<file path="src/rtl/neuron_feeder.sv">
// neuron_feeder: stream front end for an external combinational neuron.
//   Assembles one frame of 2N+1 signed operand words (x0,w0,...,x_{N-1},w_{N-1},b)
//   into the packed nn_x/nn_w/nn_b vectors, then captures nn_y and offers it
//   on a valid/ready result port. Result is visible 2 cycles after the bias
//   handshake; min frame period 2N+3 cycles.
// Backpressure: s_ready is high only while loading (registered state only);
//   words offered while a result is pending are left with the source.
// Ports:
//   clk, rst                 - clock, synchronous active-high reset
//   s_data/s_valid/s_ready   - operand word stream in
//   nn_x, nn_w, nn_b         - packed operands to the neuron (x_k at [k*WIDTH +: WIDTH])
//   nn_y                     - neuron output (post-ReLU, signed)
//   r_data/r_valid/r_ready   - captured result out
//   r_sat                    - captured result was clamped
// Build option: define NEURON_FEEDER_SAT_EN to clamp results above 2^WIDTH-1
//   and flag them on r_sat; otherwise nn_y passes through and r_sat is 0.

module neuron_feeder #(
  parameter int N     = 4,
  parameter int WIDTH = 8
) (
  input  logic                 clk,
  input  logic                 rst,
  input  logic [WIDTH-1:0]     s_data,
  input  logic                 s_valid,
  output logic                 s_ready,
  output logic [N*WIDTH-1:0]   nn_x,
  output logic [N*WIDTH-1:0]   nn_w,
  output logic [WIDTH-1:0]     nn_b,
  input  logic [2*WIDTH+1:0]   nn_y,
  output logic [2*WIDTH+1:0]   r_data,
  output logic                 r_valid,
  input  logic                 r_ready,
  output logic                 r_sat
);

  localparam int IDX_W = $clog2(2*N+1);
  localparam int YW    = 2*WIDTH+2;
  localparam logic [IDX_W-1:0] LAST_IDX = IDX_W'(2*N);

  typedef enum logic [1:0] {
    LOAD   = 2'd0,
    SETTLE = 2'd1,
    OUT    = 2'd2
  } state_e;

  state_e               state_q, state_d;
  logic [IDX_W-1:0]     idx_q, idx_d;
  logic [N*WIDTH-1:0]   x_q, x_d;
  logic [N*WIDTH-1:0]   w_q, w_d;
  logic [WIDTH-1:0]     b_q, b_d;
  logic [YW-1:0]        res_q, res_d;
  logic                 sat_q, sat_d;
  logic                 accept;
  logic [YW-1:0]        y_cap;
  logic                 y_sat;

  assign s_ready = (state_q == LOAD);
  assign accept  = s_valid && s_ready;

  // Value that will be latched on the SETTLE->OUT edge.
`ifdef NEURON_FEEDER_SAT_EN
  localparam logic [YW-1:0] SAT_MAX = YW'((1 << WIDTH) - 1);

  always_comb begin
    y_cap = nn_y;
    y_sat = 1'b0;
    // Signed compare so a (non-ReLU) negative value is never treated as large.
    if ($signed(nn_y) > $signed(SAT_MAX)) begin
      y_cap = SAT_MAX;
      y_sat = 1'b1;
    end
  end
`else
  assign y_cap = nn_y;
  assign y_sat = 1'b0;
`endif

  always_comb begin
    state_d = state_q;
    idx_d   = idx_q;
    x_d     = x_q;
    w_d     = w_q;
    b_d     = b_q;
    res_d   = res_q;
    sat_d   = sat_q;

    case (state_q)
      LOAD: begin
        if (accept) begin
          if (idx_q == LAST_IDX) begin
            b_d     = s_data;
            state_d = SETTLE;
          end else begin
            idx_d = idx_q + IDX_W'(1);
          end
        end
      end
      // One cycle for the neuron to see the freshly written bias.
      SETTLE: begin
        res_d   = y_cap;
        sat_d   = y_sat;
        state_d = OUT;
      end
      OUT: begin
        if (r_ready) begin
          idx_d   = '0;
          state_d = LOAD;
        end
      end
      default: state_d = LOAD;
    endcase

    // Even word 2k -> x_k, odd word 2k+1 -> w_k.
    for (int k = 0; k < N; k++) begin
      if (accept && (idx_q == IDX_W'(2*k)))
        x_d[k*WIDTH +: WIDTH] = s_data;
      if (accept && (idx_q == IDX_W'(2*k+1)))
        w_d[k*WIDTH +: WIDTH] = s_data;
    end
  end

  always_ff @(posedge clk) begin
    if (rst) begin
      state_q <= LOAD;
      idx_q   <= '0;
      x_q     <= '0;
      w_q     <= '0;
      b_q     <= '0;
      res_q   <= '0;
      sat_q   <= 1'b0;
    end else begin
      state_q <= state_d;
      idx_q   <= idx_d;
      x_q     <= x_d;
      w_q     <= w_d;
      b_q     <= b_d;
      res_q   <= res_d;
      sat_q   <= sat_d;
    end
  end

  assign nn_x    = x_q;
  assign nn_w    = w_q;
  assign nn_b    = b_q;
  assign r_data  = res_q;
  assign r_sat   = sat_q;
  assign r_valid = (state_q == OUT);

endmodule

</file>
<file path="config.mk">
export PLATFORM = sky130hd
export DESIGN_NAME = neuron_feeder
export DESIGN_NICKNAME = d
export VERILOG_FILES = /design/src/rtl/neuron_feeder.sv
export SDC_FILE = /design/constraint.sdc
export NUM_CORES = 1
export LEC_CHECK = 0
export ABC_CLOCK_PERIOD_IN_PS = 1700
export CELL_PAD_IN_SITES_DETAIL_PLACEMENT = 0
export CELL_PAD_IN_SITES_GLOBAL_PLACEMENT = 2
export CORE_ASPECT_RATIO = 2
export CORE_UTILIZATION = 27
export CTS_BUF_LIST = sky130_fd_sc_hd__clkbuf_4 sky130_fd_sc_hd__clkbuf_8
export DETAILED_ROUTE_END_ITERATION = 10
export PLACE_DENSITY_LB_ADDON = 0.1
export SLEW_MARGIN = 0
export SYNTH_ARGS = -nofsm -noshare
export SYNTH_HDL_FRONTEND = slang
export SYNTH_SLANG_ARGS = --single-unit
</file>
<file path="constraint.sdc">
create_clock -name clk -period 1.7 [get_ports clk]
set_clock_uncertainty 0.05 [all_clocks]
set_input_delay 0.255 -clock clk [delete_from_list [all_inputs] [get_ports clk]]
set_output_delay 0.255 -clock clk [all_outputs]
set_load 0.02 [all_outputs]
</file>
**After elaboration in Yosys (flattened, before gate mapping)**

Cells that the tools add are included.
W data, S select, Z words.

- Register bits: 96
- Input bits: 30
- Output and inout bits: 93
- Word-level logic and storage cells: 50

- Add/subtract/negate cells: 1
- Equal/unequal tests: 14
- Multiplexer cells: 8
- Reduce and logical (&&, ||, !) cells: 15

Operator list:

| kind | number |
|---|---|
| $eq A4 B3 Y1 const B | 4 |
| $mux W4 | 3 |
| $logic_and A1 B1 Y1 | 9 |
| $eq A4 B2 Y1 const B | 2 |
| $pmux W4 S2 | 1 |
| $mux W2 | 3 |
| $ne A2 B1 Y1 const B | 3 |
| $pmux W2 S3 | 1 |
| $reduce_and A3 Y1 | 2 |
| $add A4 B1 Y4 const B | 1 |
| $eq A4 B1 Y1 const B | 1 |
| $eq A4 B4 Y1 const B | 1 |
| $logic_not A4 Y1 | 1 |
| $reduce_and A4 Y1 | 1 |
| $eq A2 B1 Y1 const B | 1 |
| $eq A2 B2 Y1 const B | 1 |
| $logic_not A2 Y1 | 1 |
| $ne A2 B2 Y1 const B | 1 |
| $reduce_bool A2 Y1 | 1 |

**Longest topological paths before layout**

- Word-level depth: 4
- Gate-level depth with buffers: 7
- Mapped depth without buffers: 5

**Least setup slack after synthesis**

Ideal clock, no wire load.

- Path type: register to register
- Start point: register idx_q[3]
- End point: register x_q[0] (netlist: nn_x[0])
- Library setup time: 0.132 ns
- Arrival: 1.348 ns
- Required time: 1.518 ns
- Setup slack: 0.170 ns
- Stages on the path, launching flop included: 6
- Path buffers: 2
- Clock period less this slack: 1.530 ns
- Path through: dfxtp_1 -> buf_6 -> or4_4 -> buf_6 -> o21ai_0 -> a21oi_1

- Word-level cells in the longest chain between the ends: 2

RTL lines:

| element | line | RTL |
|---|---|---|
| start, declared | 48 | `logic [IDX_W-1:0] idx_q, idx_d;` |
| start signal, assigned | 134 | `idx_q <= idx_d;` |
| $logic_not A4 Y1 | 116 | `if (accept && (idx_q == IDX_W'(2*k)))` |
| $logic_and A1 B1 Y1 | 116 |  |
| end signal, assigned | 127 | `x_q <= '0;` |
| end signal, assigned | 135 | `x_q <= x_d;` |
| end, declared | 49 | `logic [N*WIDTH-1:0] x_q, x_d;` |

No other way between the ends.
A chain may end at the register's enable or synchronous reset.

**Worst setup path after layout**

- Start point: register x_q[28] (netlist: nn_x[28])
- End point: output nn_x[28]

RTL lines:

| element | line | RTL |
|---|---|---|
| end, declared | 27 | `output logic [N*WIDTH-1:0] nn_x,` |

No word-level cell between the ends.

==> results.ini <==
[status]
outcome = complete, no violations

[setup_path]
start_kind = flip-flop
worstPathMaxFanout = 2
path_cells = clkdlybuf4s50_1
rr_startpoint = state_q[0]
timing.reg2reg.setup_slack_ps = 100
end_kind = output port
worst_ep_required_time_ps = 1390
path_buf_inv = 1
path_delay_family = buffers and inverters
rr_worst_depth = 3
timing.rr.end = nn_w[20]
arrival_ps = 1350
critical_path_cell_count = 1
cp_slowest_cell = clkdlybuf4s50_1
max_stage_delay_ps = 610
cp-startpoint = nn_x[28]
setup.worst_path.end = nn_x[28]
critPathKind = flip-flop to output port

[floorplan]
die_h_um = 172
rows = 61
io_pins = 123
start_util_pct = 27.8
core_sq_mm = 0.0140
dieArea_sq_mm = 0.0150
die-width_um = 87.0

[cells_and_area]
fillers = 1478
fin_util_pct = 40.4
layout-drive-gt1-share_pct = 10.7
num_antenna_cells = 0
nNetsFinal = 618
design_area_sq_mm = 0.00567
syn_to_final_growth_pct = 45.1

[timing]
tns_ps = 0
setup_violations = 0
slew_violations = 0
hold_slack_ps = 118
final-hold-violation-count = 0
min_period_over_period_pct = 97.1
period_needed_ps = 1650
fmax_ghz = 0.606
rsz0062_at_grt = true
worst_slack_ps = 50.0

[clock_network]
cts_tree = done
postCtsSetupBuffers = 0
cts.sinks = 96
clock_latency_ps = 370
cts-root-buf = clkbuf_8
cts_buffers = 9
cts_max_level = 3
hold_buffers = 0
cts.clk_slew.worst_paths_ps = 100
cts_buffer_depth = 2

[routing]
vias = 3756
drt_wl_total_mm = 12.7
drt-initial-drc-count = 230
route.detailed.drc = 0
ant_nets = 0
wl_per_cell_um = 16.3
vias_per_cell = 4.83
drtPass1Iterations = 4

[yosys]
synthCells = 472
synth_cell_types = 36
synth-edff-count = 0
ys_seq_elements = 96
ys.flop_type = dfxtp_1
synth_fp_nets = 506
async_flop_share_pct = 0
synth_area_sq_mm = 0.00390
yosysWarnings = 0
syn_area_per_cell_sq_um = 8.27
yosysSeqAreaShare_pct = 49.2

[grt]
grt_use_total_pct = 17.7
grt_pass1_vias = 3718
grt_antenna_before_repair = 0
grt_max_degree = 65
grt_pass1_wl_mm = 20.2
grt_overflow = 0

[power_and_ir_drop]
p_leak_uw = 0.00220
peakVddDrop_v = 0.000327
powerDensity_mw_per_mm2 = 741

[placed_design]
place_congestion = 0.785
dpl_cell_area_sq_mm = 0.00545
dp_hpwl_mm = 8.66
place_ws_ps = -22.0
portBuffers = 121

[worst_hold_path]
hp-class = input pin to flip-flop

[job]
cap_viol_max_count = 0

report_power, final:
group / leakage [uW] / switching (uW) / internal [uW]
registers: 0.000776 / 20.4 / 2280
clock network: 0.0000870 / 846 / 576
logic: 0.00134 / 260 / 216
worst min path at each step:
| stage | startpoint | end | slack, ps | depth (start not counted) |
|---|---|---|---|---|
| after global routing | rst | r_data[16] | 120 | 2 |
| after floorplan | nn_y[0] | r_data[0] | 340 | 2 |
| after CTS | rst | r_data[15] | 110 | 2 |
| after detailed placement | r_data[7] | r_data[7] | 400 | 2 |
| after global placement | r_data[1] | r_data[1] | 390 | 2 |
| final | rst | r_data[16] | 120 | 2 |
Yosys cell counts (all sizes together) (2+ instances only):
master  count  area (sq um)
a21oi      92           460
and2        4          25.0
buf        25           180
clkbuf     30           113
dfxtp      96          1920
ha          4          50.1
inv         2          7.51
nand2      42           158
nand2b      7          43.8
nand3      74           370
nor2b       2          12.5
nor4b       3          41.3
o21ai      73           365
or4b        2          23.8
metrics by stage:
step	power, uW	instances
2_1_floorplan	2570	472
3_3_place_gp	2830	762
3_5_place_dp	2840	762
4_1_cts	4260	778
5_1_grt	4390	778
6_report	4200	778
per-layer routing:
layer	GRT usage [%]	vias to the layer above	share of wire, %	wire (um)
li1	-	1873	-	-
met1	19.8	1761	39	5000
met2	32.6	110	54	6910
met3	3.44	12	4.0	512
met4	6.30	0	2.2	277
met5	0	-	0	0
state kept, by name, summed over array words and instances (netlist names):
name / cells
state_q: 2
nn_w: 32
nn_x: 32
r_data: 18
idx_q: 4
nn_b: 8
area by class of cell:
| type | count | area [sq um] | share of cell area (%) |
|---|---|---|---|
| clock buffers | 11 | 139 | 2.45 |
| clock inverters | 5 | 41.3 | 0.728 |
| inverters | 2 | 7.51 | 0.132 |
| multi-input cells | 319 | 1700 | 29.9 |
| flip-flops and latches | 96 | 1920 | 33.9 |
| well taps | 189 | 236 | 4.17 |
| repair buffers | 156 | 1620 | 28.7 |
cell usage in the layout, fill, tap and decap left out, drive strengths merged, types with 2 or more instances in the layout:
cell           count
nand3             74
inv                3
nor2b              2
dlymetal6s2s      18
and2               4
dfxtp             96
clkinvlp           2
or4b               2
nand2b             7
nor4b              3
dlygate4sd2        6
clkdlybuf4s50     94
buf               36
ha                 4
nand2             42
o21ai             73
a21oi             92
clkinv             2
clkbuf            13
cells by family (layout without fill, tap and decap cells):
kind of cell / Yosys count / after routing / share of synthesized area, %
and+or+nand+nor: 143 / 143 / 19.1
other: 1 / 1 / 0.0960
muxes: 1 / 1 / 0.256
AOI/OAI and AO/OA: 170 / 170 / 22.4
DFF: 96 / 96 / 49.2
adders and majority gates: 4 / 4 / 1.28
buffers and inverters: 57 / 174 / 7.69
what timing repair did:
action                                  4_1_cts  5_1_grt
pin swaps                                     0        1
endpoints found under the setup margin        8       35
resized for setup                             9       25
No activity file was read; power rests on OpenSTA's default activity.
